## src/rtl/button_press_classifier_if.sv

```systemverilog
// Button front-end bundle: tick and raw button in, debounced level and press events out.
interface button_press_classifier_if;
    logic tick;
    logic btn_in;
    logic btn_level;
    logic short_pulse;
    logic long_pulse;
    logic holding;
    logic repeat_pulse;

    modport master (
        output tick,
        output btn_in,
        input  btn_level,
        input  short_pulse,
        input  long_pulse,
        input  holding,
        input  repeat_pulse
    );

    modport slave (
        input  tick,
        input  btn_in,
        output btn_level,
        output short_pulse,
        output long_pulse,
        output holding,
        output repeat_pulse
    );
endinterface

```

## src/rtl/button_press_classifier.sv

```systemverilog
// Push-button front-end: tick-sampled hysteresis debounce plus short/long press classification.
// Define BUTTON_AUTO_REPEAT_EN to add auto-repeat pulses while a long press is held.
module button_press_classifier #(
    parameter int DB_LEN       = 4,
    parameter int LONG_TICKS   = 200,
    parameter int CNT_W        = 8,
    parameter int REPEAT_TICKS = 25
) (
    input  logic                     clk,
    input  logic                     rst_n,
    button_press_classifier_if.slave bus
);
    // state     | meaning
    // IDLE      | debounced level low, waiting for a press
    // PRESS     | held, counting ticks toward the long threshold
    // LONG_HELD | long threshold reached and button still held
    typedef enum logic [1:0] {
        IDLE      = 2'd0,
        PRESS     = 2'd1,
        LONG_HELD = 2'd2
    } state_t;

    if (DB_LEN < 2 || DB_LEN > 16) begin : g_chk_db_len
        $error("DB_LEN must be in 2..16");
    end
    if ((2 ** CNT_W) <= LONG_TICKS || LONG_TICKS < 1) begin : g_chk_cnt_w
        $error("CNT_W too narrow for LONG_TICKS");
    end
    if (REPEAT_TICKS < 1) begin : g_chk_repeat
        $error("REPEAT_TICKS must be at least 1");
    end

    localparam logic [CNT_W-1:0] HOLD_LAST = CNT_W'(LONG_TICKS - 1);

    state_t            state;
    logic [DB_LEN-1:0] shift_q;
    logic [DB_LEN-1:0] shift_next;
    logic              level_q;
    logic              db_next;
    logic [CNT_W-1:0]  hold_cnt;
    logic              short_q;
    logic              long_q;
    logic              holding_q;

`ifdef BUTTON_AUTO_REPEAT_EN
    localparam int REP_W = $clog2(REPEAT_TICKS + 1);
    localparam logic [REP_W-1:0] REP_LAST = REP_W'(REPEAT_TICKS - 1);

    logic [REP_W-1:0]  rep_cnt;
    logic              repeat_q;
`endif

    assign shift_next = {shift_q[DB_LEN-2:0], bus.btn_in};

    // Hysteresis: only a full run of equal samples moves the level.
    always_comb begin
        db_next = level_q;
        if (&shift_next) begin
            db_next = 1'b1;
        end else if (~|shift_next) begin
            db_next = 1'b0;
        end
    end

    always_ff @(posedge clk) begin
        if (!rst_n) begin
            state     <= IDLE;
            shift_q   <= '0;
            level_q   <= 1'b0;
            hold_cnt  <= '0;
            short_q   <= 1'b0;
            long_q    <= 1'b0;
            holding_q <= 1'b0;
`ifdef BUTTON_AUTO_REPEAT_EN
            rep_cnt   <= '0;
            repeat_q  <= 1'b0;
`endif
        end else begin
            short_q  <= 1'b0;
            long_q   <= 1'b0;
`ifdef BUTTON_AUTO_REPEAT_EN
            repeat_q <= 1'b0;
`endif
            if (bus.tick) begin
                shift_q <= shift_next;
                level_q <= db_next;
                case (state)
                    IDLE: begin
                        if (db_next) begin
                            state    <= PRESS;
                            hold_cnt <= '0;
                        end
                    end
                    PRESS: begin
                        // Release wins over the threshold on the same tick.
                        if (!db_next) begin
                            state   <= IDLE;
                            short_q <= 1'b1;
                        end else if (hold_cnt == HOLD_LAST) begin
                            state     <= LONG_HELD;
                            long_q    <= 1'b1;
                            holding_q <= 1'b1;
`ifdef BUTTON_AUTO_REPEAT_EN
                            rep_cnt   <= '0;
`endif
                        end else begin
                            hold_cnt <= hold_cnt + 1'b1;
                        end
                    end
                    LONG_HELD: begin
                        if (!db_next) begin
                            state     <= IDLE;
                            holding_q <= 1'b0;
`ifdef BUTTON_AUTO_REPEAT_EN
                            rep_cnt   <= '0;
`endif
                        end
`ifdef BUTTON_AUTO_REPEAT_EN
                        else if (rep_cnt == REP_LAST) begin
                            rep_cnt  <= '0;
                            repeat_q <= 1'b1;
                        end else begin
                            rep_cnt <= rep_cnt + 1'b1;
                        end
`endif
                    end
                    default: begin
                        state     <= IDLE;
                        holding_q <= 1'b0;
                    end
                endcase
            end
        end
    end

    assign bus.btn_level   = level_q;
    assign bus.short_pulse = short_q;
    assign bus.long_pulse  = long_q;
    assign bus.holding     = holding_q;
`ifdef BUTTON_AUTO_REPEAT_EN
    assign bus.repeat_pulse = repeat_q;
`else
    assign bus.repeat_pulse = 1'b0;
`endif

endmodule

```

## src/flat_wrapper.sv

```systemverilog
// flat-port wrapper written by rule: the top's interface ports become plain ports
module button_press_classifier_flat 
#(
    parameter int DB_LEN       = 4,
    parameter int LONG_TICKS   = 200,
    parameter int CNT_W        = 8,
    parameter int REPEAT_TICKS = 25
)
  (clk, rst_n, bus_tick, bus_btn_in, bus_btn_level, bus_short_pulse, bus_long_pulse, bus_holding, bus_repeat_pulse);
  button_press_classifier_if bus_i ();
  input  logic clk;
  input  logic rst_n;
  input wire logic [$bits(bus_i.tick)-1:0] bus_tick;
  input wire logic [$bits(bus_i.btn_in)-1:0] bus_btn_in;
  output wire logic [$bits(bus_i.btn_level)-1:0] bus_btn_level;
  output wire logic [$bits(bus_i.short_pulse)-1:0] bus_short_pulse;
  output wire logic [$bits(bus_i.long_pulse)-1:0] bus_long_pulse;
  output wire logic [$bits(bus_i.holding)-1:0] bus_holding;
  output wire logic [$bits(bus_i.repeat_pulse)-1:0] bus_repeat_pulse;
  assign bus_i.tick = bus_tick;
  assign bus_i.btn_in = bus_btn_in;
  assign bus_btn_level = bus_i.btn_level;
  assign bus_short_pulse = bus_i.short_pulse;
  assign bus_long_pulse = bus_i.long_pulse;
  assign bus_holding = bus_i.holding;
  assign bus_repeat_pulse = bus_i.repeat_pulse;
  button_press_classifier #(.DB_LEN(DB_LEN), .LONG_TICKS(LONG_TICKS), .CNT_W(CNT_W), .REPEAT_TICKS(REPEAT_TICKS)) u_core (.clk(clk), .rst_n(rst_n), .bus(bus_i));
endmodule
```

## config.mk

```make
export PLATFORM = sky130hd
export DESIGN_NAME = button_press_classifier_flat
export DESIGN_NICKNAME = d
export VERILOG_FILES = /design/src/rtl/button_press_classifier_if.sv /design/src/rtl/button_press_classifier.sv /design/src/flat_wrapper.sv
export SDC_FILE = /design/constraint.sdc
export NUM_CORES = 1
export LEC_CHECK = 0
export BUFFER_PORTS_ARGS = -buffer_cell sky130_fd_sc_hd__buf_2
export CAP_MARGIN = 20
export CORE_MARGIN = 2
export CORE_UTILIZATION = 59
export CTS_BUF_LIST = sky130_fd_sc_hd__clkbuf_8
export CTS_CLUSTER_DIAMETER = 120
export CTS_CLUSTER_SIZE = 28
export DETAILED_ROUTE_END_ITERATION = 16
export PLACE_DENSITY = 0.8
export SYNTH_ARGS = -nofsm -noshare
export SYNTH_HDL_FRONTEND = slang
export SYNTH_SLANG_ARGS = --single-unit
export TNS_END_PERCENT = 10
```

## constraint.sdc

```tcl
create_clock -name clk -period 2.6 [get_ports clk]
set_clock_uncertainty 0.2 [all_clocks]
set_input_delay 0.26 -clock clk [delete_from_list [all_inputs] [get_ports clk]]
set_output_delay 0.26 -clock clk [all_outputs]
set_load 0.05 [all_outputs]
```

==> results.ini <==
[sta]
fin_ws_ps=385.7
final_max_slew_viol_count=0
rsz0062_at_grt=no
tightest_slew_ps=520.9
hold_viol_final=0
fin_crit_sh_pct=85.17
setup_tns_ps=0
relSlewSlack_pct=65.22
finalSetupViolCount=0
fin_crit_ps=2214
fmax_mhz=451.6

[routing]
drcViolationCount=0
drt-pass1-iter-count=4
ant_nets=0
wirelength_mm=1.667
vias_per_cell=6.358
drt_iter0_drc=23
vias=763
drt-wirelength-per-cell_um=13.89

[synth]
syn_inst=103
async_flop_share_pct=0
yosysTopAreaCell=dfxtp_1
yosys_warnings=0
synthTopCellsByCount=17 x dfxtp_1, 11 x nand3_1, 6 x nand2_1
synth_edf_count=0
yosysMostFrequentCell=dfxtp_1
synthTopCellsByArea=dfxtp_1 38%, nand3_1 6.2%, nand4b_1 3.9%, mux2i_1 3.4%, o221ai_1 3.0%
synthDistinctLibCells=39
ys_seq_elements=17
synth_top_area_share_pct=38.36
netlist_area_um2=887.1
ys_seq_area_share_pct=38.36
synthFlopType=dfxtp_1
syn_nets=108
avgSynthCellArea_um2=8.613

[global_routing]
overflow=0
grtUsageMet3_pct=3.830
grt_first_pass_wirelength_mm=2.898
grt_util_all_layers_pct=20.58
grt_max_degree=29
use_met1_pct=26.44
grt_pass1_vias=668
antenna_found_initial=0
grtUsageMet2_pct=33.03
top_usage_layer=met2

[critical_path]
r2r_slack_ps=390
r2r_start=u_core.hold_cnt[0]
critPathKind=register to register
start_kind=register
crit_path_max_fanout=6
crit_required_ps=2590
setup.worst_path.start=u_core.hold_cnt[0]
reg2reg_depth=5
arrival_ps=2200
endpoint=u_core.bus.holding
critPathCaptureType=register
worstReg2RegEnd=u_core.bus.holding

[cts]
cts_resized=0
clk_pin_slew_ps=70
cts-buffers-inserted=3
post_cts_buffers=0
cts_max_path_buffers=2
htreeDepth=1
postCtsHoldBufs=0
cts_root_buf=clkbuf_8
clkSinkCount=17
cts_tree=yes
clkLatencyLatePin_ps=250

[outcome]
status=finished, final reports clean

[power_and_ir_drop]
combPwrFrac_pct=4.7
power.switching_w=0.0001021
p_per_area_nw_per_um2=503.8
p_leak_nw=0.3475
power_frac_clock_pct=39.9
power.total_w=0.0004772
p_sw_share_pct=21.40
p_seq_share_pct=55.4
ir_drop_mv=0.2650
power.internal_w=0.0003751

[placement]
dp_hpwl_mm=1.140
place_ws_ps=401.1
io_buffers=7
gp_congestion=0.7902

[worst_hold_path]
min_path_type=input pin to register

[floorplanning]
core_um2=1350
die-area_um2=1830
chipWidth_um=42.78
die_y_um=42.78
rows=13
start_util_pct=65.71
num_io_pins=9

[final_layout]
n_antenna_cell=0
drive_gt1_share_pct=18.10
n_fill_cell=115
areaGrowthSynthToFinish_pct=6.770
fin_util_pct=70.16
nets=111

[flow_run]
maxCapViolCount=0

power by group through the flow:
stage,sequential [W],combinational [W],clock (W)
floorplan,0.000269,0.0000195,0
global placement,0.000270,0.0000217,0
finish,0.000264,0.0000224,0.000191
CTS,0.000264,0.0000225,0.000198
global route,0.000264,0.0000251,0.000207
detailed placement,0.000270,0.0000223,0
worst max-delay path, cell delays in order (launching register included):
cell	delay, ps
dfxtp_1	390
ha_1	240
nand2_2	70
or4_1	590
or4_4	580
o21ai_2	70
metrics by stage:
step | cells | hold WS [ps] | area [um2]
6_report | 120 | 180.6 | 947.2
5_1_grt | 120 | 195.4 | 947.2
4_1_cts | 120 | 186.5 | 947.2
3_5_place_dp | 116 | 269.0 | 900.9
3_3_place_gp | 116 | 258.8 | 900.9
2_1_floorplan | 103 | 229.5 | 887.1
sequential cells by signal, summed over array words and instances, names as in the netlist:
signal                  cells
u_core.state                2
u_core.bus.long_pulse       1
u_core.bus.btn_level        1
u_core.bus.short_pulse      1
u_core.hold_cnt             8
u_core.shift_q              3
u_core.bus.holding          1
final cells by class:
cell class	count	area [um2]	area share (%)
inverter	5	18.77	1.982
tap	15	18.77	1.982
clock buffer	3	41.29	4.359
multi-input combinational	72	488.0	51.52
clock inverter	1	5.005	0.5284
sequential	17	340.3	35.93
timing repair buffer	7	35.03	3.699
cells by family after synthesis:
family                   Yosys count  share of synthesized area [%]
adder cells (fa/ha/maj)            1                          1.410
AND/OR/NAND/NOR                   43                          28.63
other                              1                         0.4227
buffers and inverters             14                          6.629
AO/OA/AOI/OAI                     24                          21.16
flip-flops                        17                          38.36
multiplexers                       3                          3.385
layout by cell type, fill, tap and decap left out, types with 2 or more instances in the layout:
cell | Yosys | final
dfxtp_1 | 17 | 17
nand3_1 | 11 | 11
buf_2 | 2 | 7
nand2_1 | 6 | 6
inv_1 | 5 | 5
nand4b_1 | 4 | 4
a21oi_1 | 4 | 4
o221ai_1 | 3 | 3
nor4_1 | 3 | 3
nand4_1 | 3 | 3
nor2_1 | 3 | 3
mux2i_1 | 3 | 3
nor2b_1 | 3 | 3
clkbuf_8 | 0 | 3
a31oi_1 | 2 | 2
o21a_1 | 2 | 2
o21ai_2 | 2 | 2
and3_2 | 2 | 2
nor3_1 | 2 | 2
o2bb2ai_1 | 2 | 2
metal layers:
layer	routed length [um]	up-vias
met3	65	2
met5	0	-
met1	777	353
met2	810	19
met4	14	0
li1	-	389
worst min-delay path by stage:
| stage | startpoint | endpoint | slack (ps) | cells after the start |
|---|---|---|---|---|
| global route | bus_btn_in | u_core.shift_q[0] | 200 | 3 |
| detailed placement | u_core.bus.holding | u_core.bus.holding | 270 | 2 |
| finish | bus_btn_in | u_core.shift_q[0] | 180 | 3 |
| CTS | bus_btn_in | u_core.shift_q[0] | 190 | 3 |
| global placement | u_core.bus.holding | u_core.bus.holding | 260 | 2 |
| floorplan | bus_btn_in | u_core.shift_q[0] | 230 | 2 |
Power figures use the tool's default switching activity.
